## src/rtl/control_pipe_unit_if.sv

```systemverilog
// Bundle of IF/ID-side inputs and per-stage control outputs for control_pipe_unit.
// The master side drives the instruction fields; the slave side is the control unit.
interface control_pipe_unit_if #(
    parameter int OPW = 6,
    parameter int RW  = 5
);
    logic [OPW-1:0] op;
    logic [RW-1:0]  id_rs;
    logic [RW-1:0]  id_rt;
    logic           branch_taken;
    logic           pc_write;
    logic           if_id_write;
    logic           if_id_flush;
    logic           jump;
    logic           ex_regdst;
    logic           ex_alusrc;
    logic [1:0]     ex_aluop;
    logic           mem_branch;
    logic           mem_memread;
    logic           mem_memwrite;
    logic           wb_memtoreg;
    logic           wb_regwrite;

    modport master (
        output op, id_rs, id_rt, branch_taken,
        input  pc_write, if_id_write, if_id_flush, jump,
        input  ex_regdst, ex_alusrc, ex_aluop,
        input  mem_branch, mem_memread, mem_memwrite,
        input  wb_memtoreg, wb_regwrite
    );

    modport slave (
        input  op, id_rs, id_rt, branch_taken,
        output pc_write, if_id_write, if_id_flush, jump,
        output ex_regdst, ex_alusrc, ex_aluop,
        output mem_branch, mem_memread, mem_memwrite,
        output wb_memtoreg, wb_regwrite
    );
endinterface

```

## src/rtl/control_pipe_unit.sv

```systemverilog
// Five-stage pipeline control: opcode decode, ID/EX-EX/MEM-MEM/WB control registers,
// load-use stall detection and branch/jump flush.
module control_pipe_unit #(
    parameter int OPW     = 6,
    parameter int RW      = 5,
    parameter bit EN_ADDI = 1'b1,
    parameter bit HAZ_EN  = 1'b1
) (
    input logic                clk,
    input logic                rst_n,
    control_pipe_unit_if.slave bus
);
    localparam logic [OPW-1:0] OP_R    = OPW'(6'b000000);
    localparam logic [OPW-1:0] OP_BEQ  = OPW'(6'b000100);
    localparam logic [OPW-1:0] OP_LW   = OPW'(6'b100011);
    localparam logic [OPW-1:0] OP_SW   = OPW'(6'b101011);
    localparam logic [OPW-1:0] OP_J    = OPW'(6'b000010);
    localparam logic [OPW-1:0] OP_ADDI = OPW'(6'b001000);

    typedef struct packed {
        logic       regdst;
        logic       alusrc;
        logic [1:0] aluop;
        logic       branch;
        logic       memread;
        logic       memwrite;
        logic       memtoreg;
        logic       regwrite;
    } ctrl_t;

    typedef struct packed {
        logic branch;
        logic memread;
        logic memwrite;
        logic memtoreg;
        logic regwrite;
    } mem_ctrl_t;

    typedef struct packed {
        logic memtoreg;
        logic regwrite;
    } wb_ctrl_t;

    ctrl_t       w_dec;
    logic        w_jump_dec;
    logic        w_stall;
    logic        w_hold;
    ctrl_t       r_id_ex;
    logic [RW-1:0] r_ex_rt;
    mem_ctrl_t   r_ex_mem;
    wb_ctrl_t    r_mem_wb;

    // NOTE: every signal assigned in an always_comb gets a default first so no latch is inferred.
    always_comb begin
        w_dec      = '0;
        w_jump_dec = 1'b0;
        case (bus.op)
            OP_R: begin
                w_dec.regdst   = 1'b1;
                w_dec.regwrite = 1'b1;
                w_dec.aluop    = 2'b10;
            end
            OP_BEQ: begin
                w_dec.branch = 1'b1;
                w_dec.aluop  = 2'b01;
            end
            OP_LW: begin
                w_dec.alusrc   = 1'b1;
                w_dec.memtoreg = 1'b1;
                w_dec.regwrite = 1'b1;
                w_dec.memread  = 1'b1;
            end
            OP_SW: begin
                w_dec.alusrc   = 1'b1;
                w_dec.memwrite = 1'b1;
            end
            OP_J: w_jump_dec = 1'b1;
            OP_ADDI: begin
                if (EN_ADDI) begin
                    w_dec.alusrc   = 1'b1;
                    w_dec.regwrite = 1'b1;
                end
            end
            default: ;
        endcase
    end

    // Load-use hazard: a load in EX whose destination feeds the instruction in ID.
    assign w_stall = HAZ_EN && r_id_ex.memread && (r_ex_rt != '0) &&
                     ((r_ex_rt == bus.id_rs) || (r_ex_rt == bus.id_rt));
    assign w_hold  = w_stall && !bus.branch_taken;

    // NOTE: pipeline state uses non-blocking assignments so all stages update from pre-edge values.
    always_ff @(posedge clk) begin
        if (!rst_n) begin
            r_id_ex  <= '0;
            r_ex_rt  <= '0;
            r_ex_mem <= '0;
            r_mem_wb <= '0;
        end else begin
            if (bus.branch_taken || w_stall) begin
                r_id_ex <= '0;
                r_ex_rt <= '0;
            end else begin
                r_id_ex <= w_dec;
                r_ex_rt <= bus.id_rt;
            end
            if (bus.branch_taken) begin
                r_ex_mem <= '0;
            end else begin
                r_ex_mem <= '{branch:   r_id_ex.branch,
                              memread:  r_id_ex.memread,
                              memwrite: r_id_ex.memwrite,
                              memtoreg: r_id_ex.memtoreg,
                              regwrite: r_id_ex.regwrite};
            end
            r_mem_wb <= '{memtoreg: r_ex_mem.memtoreg, regwrite: r_ex_mem.regwrite};
        end
    end

    assign bus.pc_write     = !w_hold;
    assign bus.if_id_write  = !w_hold;
    assign bus.jump         = w_jump_dec && !bus.branch_taken;
    assign bus.if_id_flush  = bus.branch_taken || (w_jump_dec && !bus.branch_taken);

    assign bus.ex_regdst    = r_id_ex.regdst;
    assign bus.ex_alusrc    = r_id_ex.alusrc;
    assign bus.ex_aluop     = r_id_ex.aluop;
    assign bus.mem_branch   = r_ex_mem.branch;
    assign bus.mem_memread  = r_ex_mem.memread;
    assign bus.mem_memwrite = r_ex_mem.memwrite;
    assign bus.wb_memtoreg  = r_mem_wb.memtoreg;
    assign bus.wb_regwrite  = r_mem_wb.regwrite;
endmodule

```

## src/flat_wrapper.sv

```systemverilog
// flat-port wrapper written by rule: the top's interface ports become plain ports
module control_pipe_unit_flat 
#(
    parameter int OPW     = 6,
    parameter int RW      = 5,
    parameter bit EN_ADDI = 1'b1,
    parameter bit HAZ_EN  = 1'b1
)
  (clk, rst_n, bus_op, bus_id_rs, bus_id_rt, bus_branch_taken, bus_pc_write, bus_if_id_write, bus_if_id_flush, bus_jump, bus_ex_regdst, bus_ex_alusrc, bus_ex_aluop, bus_mem_branch, bus_mem_memread, bus_mem_memwrite, bus_wb_memtoreg, bus_wb_regwrite);
  control_pipe_unit_if #(.OPW(OPW), .RW(RW)) bus_i ();
  input logic clk;
  input logic rst_n;
  input wire logic [$bits(bus_i.op)-1:0] bus_op;
  input wire logic [$bits(bus_i.id_rs)-1:0] bus_id_rs;
  input wire logic [$bits(bus_i.id_rt)-1:0] bus_id_rt;
  input wire logic [$bits(bus_i.branch_taken)-1:0] bus_branch_taken;
  output wire logic [$bits(bus_i.pc_write)-1:0] bus_pc_write;
  output wire logic [$bits(bus_i.if_id_write)-1:0] bus_if_id_write;
  output wire logic [$bits(bus_i.if_id_flush)-1:0] bus_if_id_flush;
  output wire logic [$bits(bus_i.jump)-1:0] bus_jump;
  output wire logic [$bits(bus_i.ex_regdst)-1:0] bus_ex_regdst;
  output wire logic [$bits(bus_i.ex_alusrc)-1:0] bus_ex_alusrc;
  output wire logic [$bits(bus_i.ex_aluop)-1:0] bus_ex_aluop;
  output wire logic [$bits(bus_i.mem_branch)-1:0] bus_mem_branch;
  output wire logic [$bits(bus_i.mem_memread)-1:0] bus_mem_memread;
  output wire logic [$bits(bus_i.mem_memwrite)-1:0] bus_mem_memwrite;
  output wire logic [$bits(bus_i.wb_memtoreg)-1:0] bus_wb_memtoreg;
  output wire logic [$bits(bus_i.wb_regwrite)-1:0] bus_wb_regwrite;
  assign bus_i.op = bus_op;
  assign bus_i.id_rs = bus_id_rs;
  assign bus_i.id_rt = bus_id_rt;
  assign bus_i.branch_taken = bus_branch_taken;
  assign bus_pc_write = bus_i.pc_write;
  assign bus_if_id_write = bus_i.if_id_write;
  assign bus_if_id_flush = bus_i.if_id_flush;
  assign bus_jump = bus_i.jump;
  assign bus_ex_regdst = bus_i.ex_regdst;
  assign bus_ex_alusrc = bus_i.ex_alusrc;
  assign bus_ex_aluop = bus_i.ex_aluop;
  assign bus_mem_branch = bus_i.mem_branch;
  assign bus_mem_memread = bus_i.mem_memread;
  assign bus_mem_memwrite = bus_i.mem_memwrite;
  assign bus_wb_memtoreg = bus_i.wb_memtoreg;
  assign bus_wb_regwrite = bus_i.wb_regwrite;
  control_pipe_unit #(.OPW(OPW), .RW(RW), .EN_ADDI(EN_ADDI), .HAZ_EN(HAZ_EN)) u_core (.clk(clk), .rst_n(rst_n), .bus(bus_i));
endmodule
```

## config.mk

```make
export PLATFORM = sky130hd
export DESIGN_NAME = control_pipe_unit_flat
export DESIGN_NICKNAME = d
export VERILOG_FILES = /design/src/rtl/control_pipe_unit_if.sv /design/src/rtl/control_pipe_unit.sv /design/src/flat_wrapper.sv
export SDC_FILE = /design/constraint.sdc
export NUM_CORES = 1
export LEC_CHECK = 0
export CAP_MARGIN = 20
export CORE_MARGIN = 1.5
export CORE_UTILIZATION = 45
export CTS_BUF_LIST = sky130_fd_sc_hd__clkbuf_8
export DETAILED_ROUTE_END_ITERATION = 10
export PLACE_DENSITY = 0.91
export RECOVER_POWER = 50
export SYNTH_ARGS = -nofsm -noshare
export SYNTH_HDL_FRONTEND = slang
export SYNTH_SLANG_ARGS = --single-unit
```

## constraint.sdc

```tcl
create_clock -name clk -period 2.3 [get_ports clk]
set_input_delay 0.345 -clock clk [delete_from_list [all_inputs] [get_ports clk]]
set_output_delay 0.345 -clock clk [all_outputs]
set_load 0.005 [all_outputs]
```

==> metrics <==
detailed route wirelength on metal3=59 µm; port buffer count=31; Worst Path Max Fanout=5; final instance area=1230 µm²; cell-by-cell listing of the critical path=clkdlybuf4s50_1, nor4_2, nand3b_1, nor2_1, clkdlybuf4s50_1; RSZ-0062 raised after global routing=false; smallest setup slack after layout=0.0961 ns; mean area per synthesized cell=10.2 µm²; Num Clock Sinks=19; wire length of the first global-routing pass=2.70 mm; met2 WL post-DR=858 µm; FMAX=454 MHz; routed wire length per instance=12.1 µm; detailed-routing iteration count for the pre-antenna-repair pass=4; number of synthesized flops with an enable pin=0; Clk pin slew, worst setup/hold paths=0.06 ns; top routing layer in use=met4; CTS tree=yes; Crit path arrival time=1.86 ns; proportion of layout cells with a drive suffix above 1=17.1%; power per unit of standard cell area=528 nW/µm²; Die X-Extent=46.6 µm; drt total wl=1.72 mm; critical path launch point type=input pin; min Tclk post-route=2.20 ns; number of ports placed on the die boundary=32; final setup fails=0; Slew @ Worst Pin=0.900 ns; initial antenna violation count=0; Slowest cell on crit path=sky130_fd_sc_hd__clkdlybuf4s50_1; residual overflow from global routing=0; Setup TNS=0 ns; kind of critical path=input pin to output port; headroom to the max-slew limit=40.0%; via count of the first global-routing pass=670; post-synthesis net count=103; final period utilization=95.8%; pre-CTS worst setup slack=0.0592 ns; DRC viols=0; placeable core area=1760 µm²; met1 WL=789 µm; Post-CTS Setup Bufs=0; Total Routing Usage GR=17.7%; run status=finished clean; CTS Buffer Depth=2; starting DRC count in detailed routing=8; Post-synth top flop=sky130_fd_sc_hd__dfxtp_1; Leak Pwr=0.448 nW; number of vias in the routed layout=693; Total Die Area=2170 µm²; root cell of the clock tree=sky130_fd_sc_hd__clkbuf_8; RD Place Congestion=0.727; worst skew pair latency=0.25 ns; post-detailed-placement cell area=1180 µm²; number of rows in the core area=15; Hold WC Path Type=flip-flop to flip-flop; maximum level of the CTS H-tree=1; slowest stage delay, CP=0.51 ns; Clock Skews=0.00666 ns; number of gates resized after CTS=1; Gate Count Post-Synth=84; Chip Height=46.6 µm; Hold Vio Cnt, Final=0; final antenna diode count=0; CP endpoint kind=output port; number of clock buffers inserted by TritonCTS=3; Syn Std Cell Area=855 µm²; required arrival time at the worst endpoint=1.96 ns; Worst path most repeated cell=sky130_fd_sc_hd__clkdlybuf4s50_1; Yosys warning count=0; Area growth, synth to finish=43.5%; FFs w/ async S/R, synth=0%; total power of the final layout=0.647 mW; number of unique standard cell types used by synthesis=23; count of nets left with antenna violations after detail routing=0; initial core utilization=48.4%; Layout Nets=137; IR drop worst, VDD=0.380 mV; end-of-flow core utilization=69.5%; Max Cap Violations=0; detail-routed via count per cell=4.88; number of buffers inserted for hold repair after clock tree synthesis=0; pin count of the biggest net entering global routing=14; share of the yosys chip area belonging to registers=44.5%; DPL Wire Length=1.28 mm; max-slew violation count=0; number of storage elements in the synthesis netlist=19
[synthesized netlist by cell type (2+ instances only)]
cell type | n | area share (%)
sky130_fd_sc_hd__dfxtp_1 | 19 | 45
sky130_fd_sc_hd__nor4_1 | 2 | 1.5
sky130_fd_sc_hd__and2_1 | 6 | 4.4
sky130_fd_sc_hd__nand2b_1 | 2 | 1.5
sky130_fd_sc_hd__nand2_1 | 9 | 4.0
sky130_fd_sc_hd__nor2_1 | 3 | 1.3
sky130_fd_sc_hd__xnor2_1 | 10 | 10
sky130_fd_sc_hd__buf_4 | 4 | 3.5
sky130_fd_sc_hd__nand3_1 | 3 | 1.8
sky130_fd_sc_hd__a21oi_2 | 9 | 9.2
sky130_fd_sc_hd__nor2b_1 | 2 | 1.5
sky130_fd_sc_hd__nand3b_1 | 2 | 1.8
sky130_fd_sc_hd__a21oi_1 | 3 | 1.8
[layout by cell type, fill, tap and decap left out, types with 4 or more instances in the layout]
cell                              netlist  routed
sky130_fd_sc_hd__and2_0                 0       4
sky130_fd_sc_hd__a21oi_2                9       9
sky130_fd_sc_hd__dfxtp_1               19      19
sky130_fd_sc_hd__nand2_1                9       9
sky130_fd_sc_hd__clkdlybuf4s50_1        0      19
sky130_fd_sc_hd__dlygate4sd3_1          0      10
sky130_fd_sc_hd__xnor2_1               10      10
[power by group]
part	total, mW	switching [mW]	internal (mW)
sequential	0.337	0.00421	0.333
combinational	0.0889	0.0369	0.0520
clock	0.221	0.102	0.118
[layer usage]
metal / vias to the layer above / track usage, %
met1: 319 / 20.2
met5: - / 0
met3: 2 / 3.92
li1: 350 / -
met2: 22 / 30.6
met4: 0 / 9.14
[final cells by class]
| cell class | count | area, µm² |
|---|---|---|
| multi-input cells | 59 | 435 |
| flip-flops and latches | 19 | 380 |
| repair buffers | 35 | 334 |
| clock inverters | 1 | 3.75 |
| fillers | 162 | 538 |
| clock buffers | 3 | 41.3 |
| well taps | 25 | 31.3 |
[kinds of logic (layout without fill, tap and decap cells)]
family,after synthesis,after routing,share of synthesized area (%)
xor+xnor,10,10,10.2
simple gates,32,32,21.1
buf+inv,6,39,5.27
compound gates,17,17,18.9
flops,19,19,44.5
[state kept, by name (all words and copies together) (netlist names), 2 cells and up]
signal               count
u_core.r_id_ex           4
u_core.r_ex_rt           5
u_core.bus.ex_aluop      2
u_core.r_ex_mem          2
[critical path: cells and delay by family]
kind	cells	cell delay, ns
buf+inv	2	1.01
simple gates	3	0.51
[worst paths after layout]
| check | slack (ns) | depth (start not counted) | startpoint | to |
|---|---|---|---|---|
| worst min-delay path | 0.43 | 1 | u_core.r_id_ex[0] | u_core.r_ex_mem[0] |
| worst max register to register | 0.43 | 5 | u_core.r_ex_rt[0] | u_core.r_ex_rt[4] |
| worst min register to register | 0.43 | 1 | u_core.r_id_ex[0] | u_core.r_ex_mem[0] |
| worst max-delay path | 0.1 | 5 | bus_op[3] | bus_jump |
[stage by stage]
step,std cells,hold slack [ns]
global route,142,0.448
CTS,142,0.438
floorplan,84,0.406
detailed placement,138,0.420
finish,142,0.430
global placement,138,0.411
Note: power is estimated with default switching activity, not from simulation.
==> edit (same flow settings) <==
`OPW` is set to 6 in 3 places; all go to 12.
--- a/src/rtl/control_pipe_unit_if.sv
+++ b/src/rtl/control_pipe_unit_if.sv
@@ -3,3 +3,3 @@
 interface control_pipe_unit_if #(
-    parameter int OPW = 6,
+    parameter int OPW = 12,
     parameter int RW  = 5
--- a/src/rtl/control_pipe_unit.sv
+++ b/src/rtl/control_pipe_unit.sv
@@ -3,3 +3,3 @@
 module control_pipe_unit #(
-    parameter int OPW     = 6,
+    parameter int OPW     = 12,
     parameter int RW      = 5,
--- a/src/flat_wrapper.sv
+++ b/src/flat_wrapper.sv
@@ -3,3 +3,3 @@
 #(
-    parameter int OPW     = 6,
+    parameter int OPW     = 12,
     parameter int RW      = 5,
Interface: changed (resized bus_op); port bits go from 32 to 38. The function was not compared with the original's and may differ.
==> edit against the unedited design <==
Sequential power is 5% lower. Critical path depth is 2 higher. Setup slack worse by 0.0099 ns. Combinational power is 3.1% higher. Final cell count is 2.1% higher. Clock power is 12% higher. First-iteration DRC count is 100% higher. Cell area is 1.2% higher. Register-to-register slack better by 0.30 ns. Wire length is 11% higher. Power is 1.7% higher. Area after synthesis is 6.6% lower. Sequential cell count is 1 lower. Largest cell class is now non-clock buffers.
==> edit: results (changes against the unedited design) <==
[run_status]
status = completed  ; unchanged

[hold_path]
min_from = u_core.r_id_ex[0]$_SDFF_PP0_  ; unchanged

[grt]
grt_pass1_wl_um = 3040  ; was 2700 um
grt_pass1_vias = 752  ; was 670
grt_max_degree = 13  ; was 14
grt_usage = 0.210  ; was 0.177

[setup_path]
r2r_cells = 4  ; was 5
r2r-start = u_core.r_ex_rt[1]$_SDFF_PP0_  ; was u_core.r_ex_rt[0]$_SDFF_PP0_
slowest_delay_ns = 0.43  ; was 0.51 ns
critPathSlowestCell = or4_4  ; was clkdlybuf4s50_1
critPathMaxFanout = 2  ; was 5
r2r_end = u_core.r_id_ex[0]$_SDFF_PP0_  ; was u_core.r_ex_rt[4]$_SDFF_PP0_
crit_start = bus_op[11]  ; was bus_op[3]
cp_top_family = simple AND/OR/NAND/NOR gates  ; was buffers and inverters
r2r_slack_ns = 0.73  ; was 0.43 ns

[placement]
dp_hpwl_um = 1440  ; was 1280 um
dpl_cell_area_sq_um = 1190  ; was 1180 sq um
place_congestion = 0.734  ; was 0.727
io_buffers = 37  ; was 31
dp_cells = 139  ; was 138

[power_and_ir_drop]
power_clock_uw = 248  ; was 221 uW
seq_power_share = 0.484  ; was 0.521
power_density_nw_per_um2 = 530  ; was 528 nW/um^2
cell_internal_pwr_uw = 523  ; was 504 uW
p_leak_uw = 0.000496  ; was 0.000448 uW
peakVddDrop_mv = 0.246  ; was 0.380 mV

[synth]
yosys.cell_types.count = 25  ; was 23
synth.avg_cell_area_sq_um = 9.28  ; was 10.2 sq um
synth_common_cells = 18 x dfxtp_1, 11 x a21oi_1, 10 x xnor2_1, 7 x nand2_1, 6 x and2_1  ; was 19 x dfxtp_1, 10 x xnor2_1, 9 x a21oi_2, 9 x nand2_1, 6 x and2_1
syn_nets = 111  ; was 103
ys_seq_area_frac = 0.451  ; was 0.445
yosys-top-cells-area = dfxtp_1 45%, xnor2_1 11%, a21oi_1 6.9%, and2_1 4.7%, nor2b_1 3.9%  ; was dfxtp_1 45%, xnor2_1 10%, a21oi_2 9.2%, and2_1 4.4%, nand2_1 4.0%

[sta]
holdWs_ns = 0.430  ; about the same
min_period_over_period = 0.963  ; was 0.958
clock_skew_ns = 0.00534  ; was 0.00666 ns
worst_slew_pin_slew_ns = 0.364  ; was 0.900 ns

[detailed_routing]
finalWirelength_um = 1920  ; was 1720 um
post_drt_wl_per_cell_um = 13.2  ; was 12.1 um
vias = 764  ; was 693
drt_iter0_drc = 16  ; was 8

[layout]
top_regs = u_core.r_ex_rt: 5 flops, u_core.r_id_ex: 3 flops  ; was u_core.r_ex_rt: 5 flops, u_core.r_id_ex: 4 flops
nFillCells = 125  ; was 162
layout-drive-gt1-share = 0.125  ; was 0.171
fin_nets = 154  ; was 137

[clock_tree]
cts_setup_buffers = 2  ; was 0
cts_resized = 13  ; was 1

==> edit: cell count changes in the layout (fill, tap and decap cells not counted), sizes merged, moves of 2 or more <==
cell / change
a211oi: +2
buf: +6
dlygate4sd2: +4
nand4: +3
nor2b: +3
nor3: +2
==> edit: cells by family after synthesis <==
group	synth area share
buffers and inverters	0.0454
AO/OA/AOI/OAI	0.111
AND/OR/NAND/NOR	0.282
XOR/XNOR	0.110
flip-flops	0.451
==> edit: routing by layer <==
layer	GRT usage	part of all wire
met1	0.201	0.38
met2	0.431	0.54
met3	0.0280	0.076
met4	0.0882	0.0073
met5	0	0
==> edit: area by class of cell <==
| cell class | count | area [sq um] | share of cell area |
|---|---|---|---|
| Clock buffer | 4 | 55.1 | 0.0444 |
| Sequential cell | 18 | 360 | 0.290 |
| Multi-Input combinational cell | 62 | 402 | 0.324 |
| Timing Repair Buffer | 44 | 403 | 0.325 |
| Tap cell | 17 | 21.3 | 0.0171 |
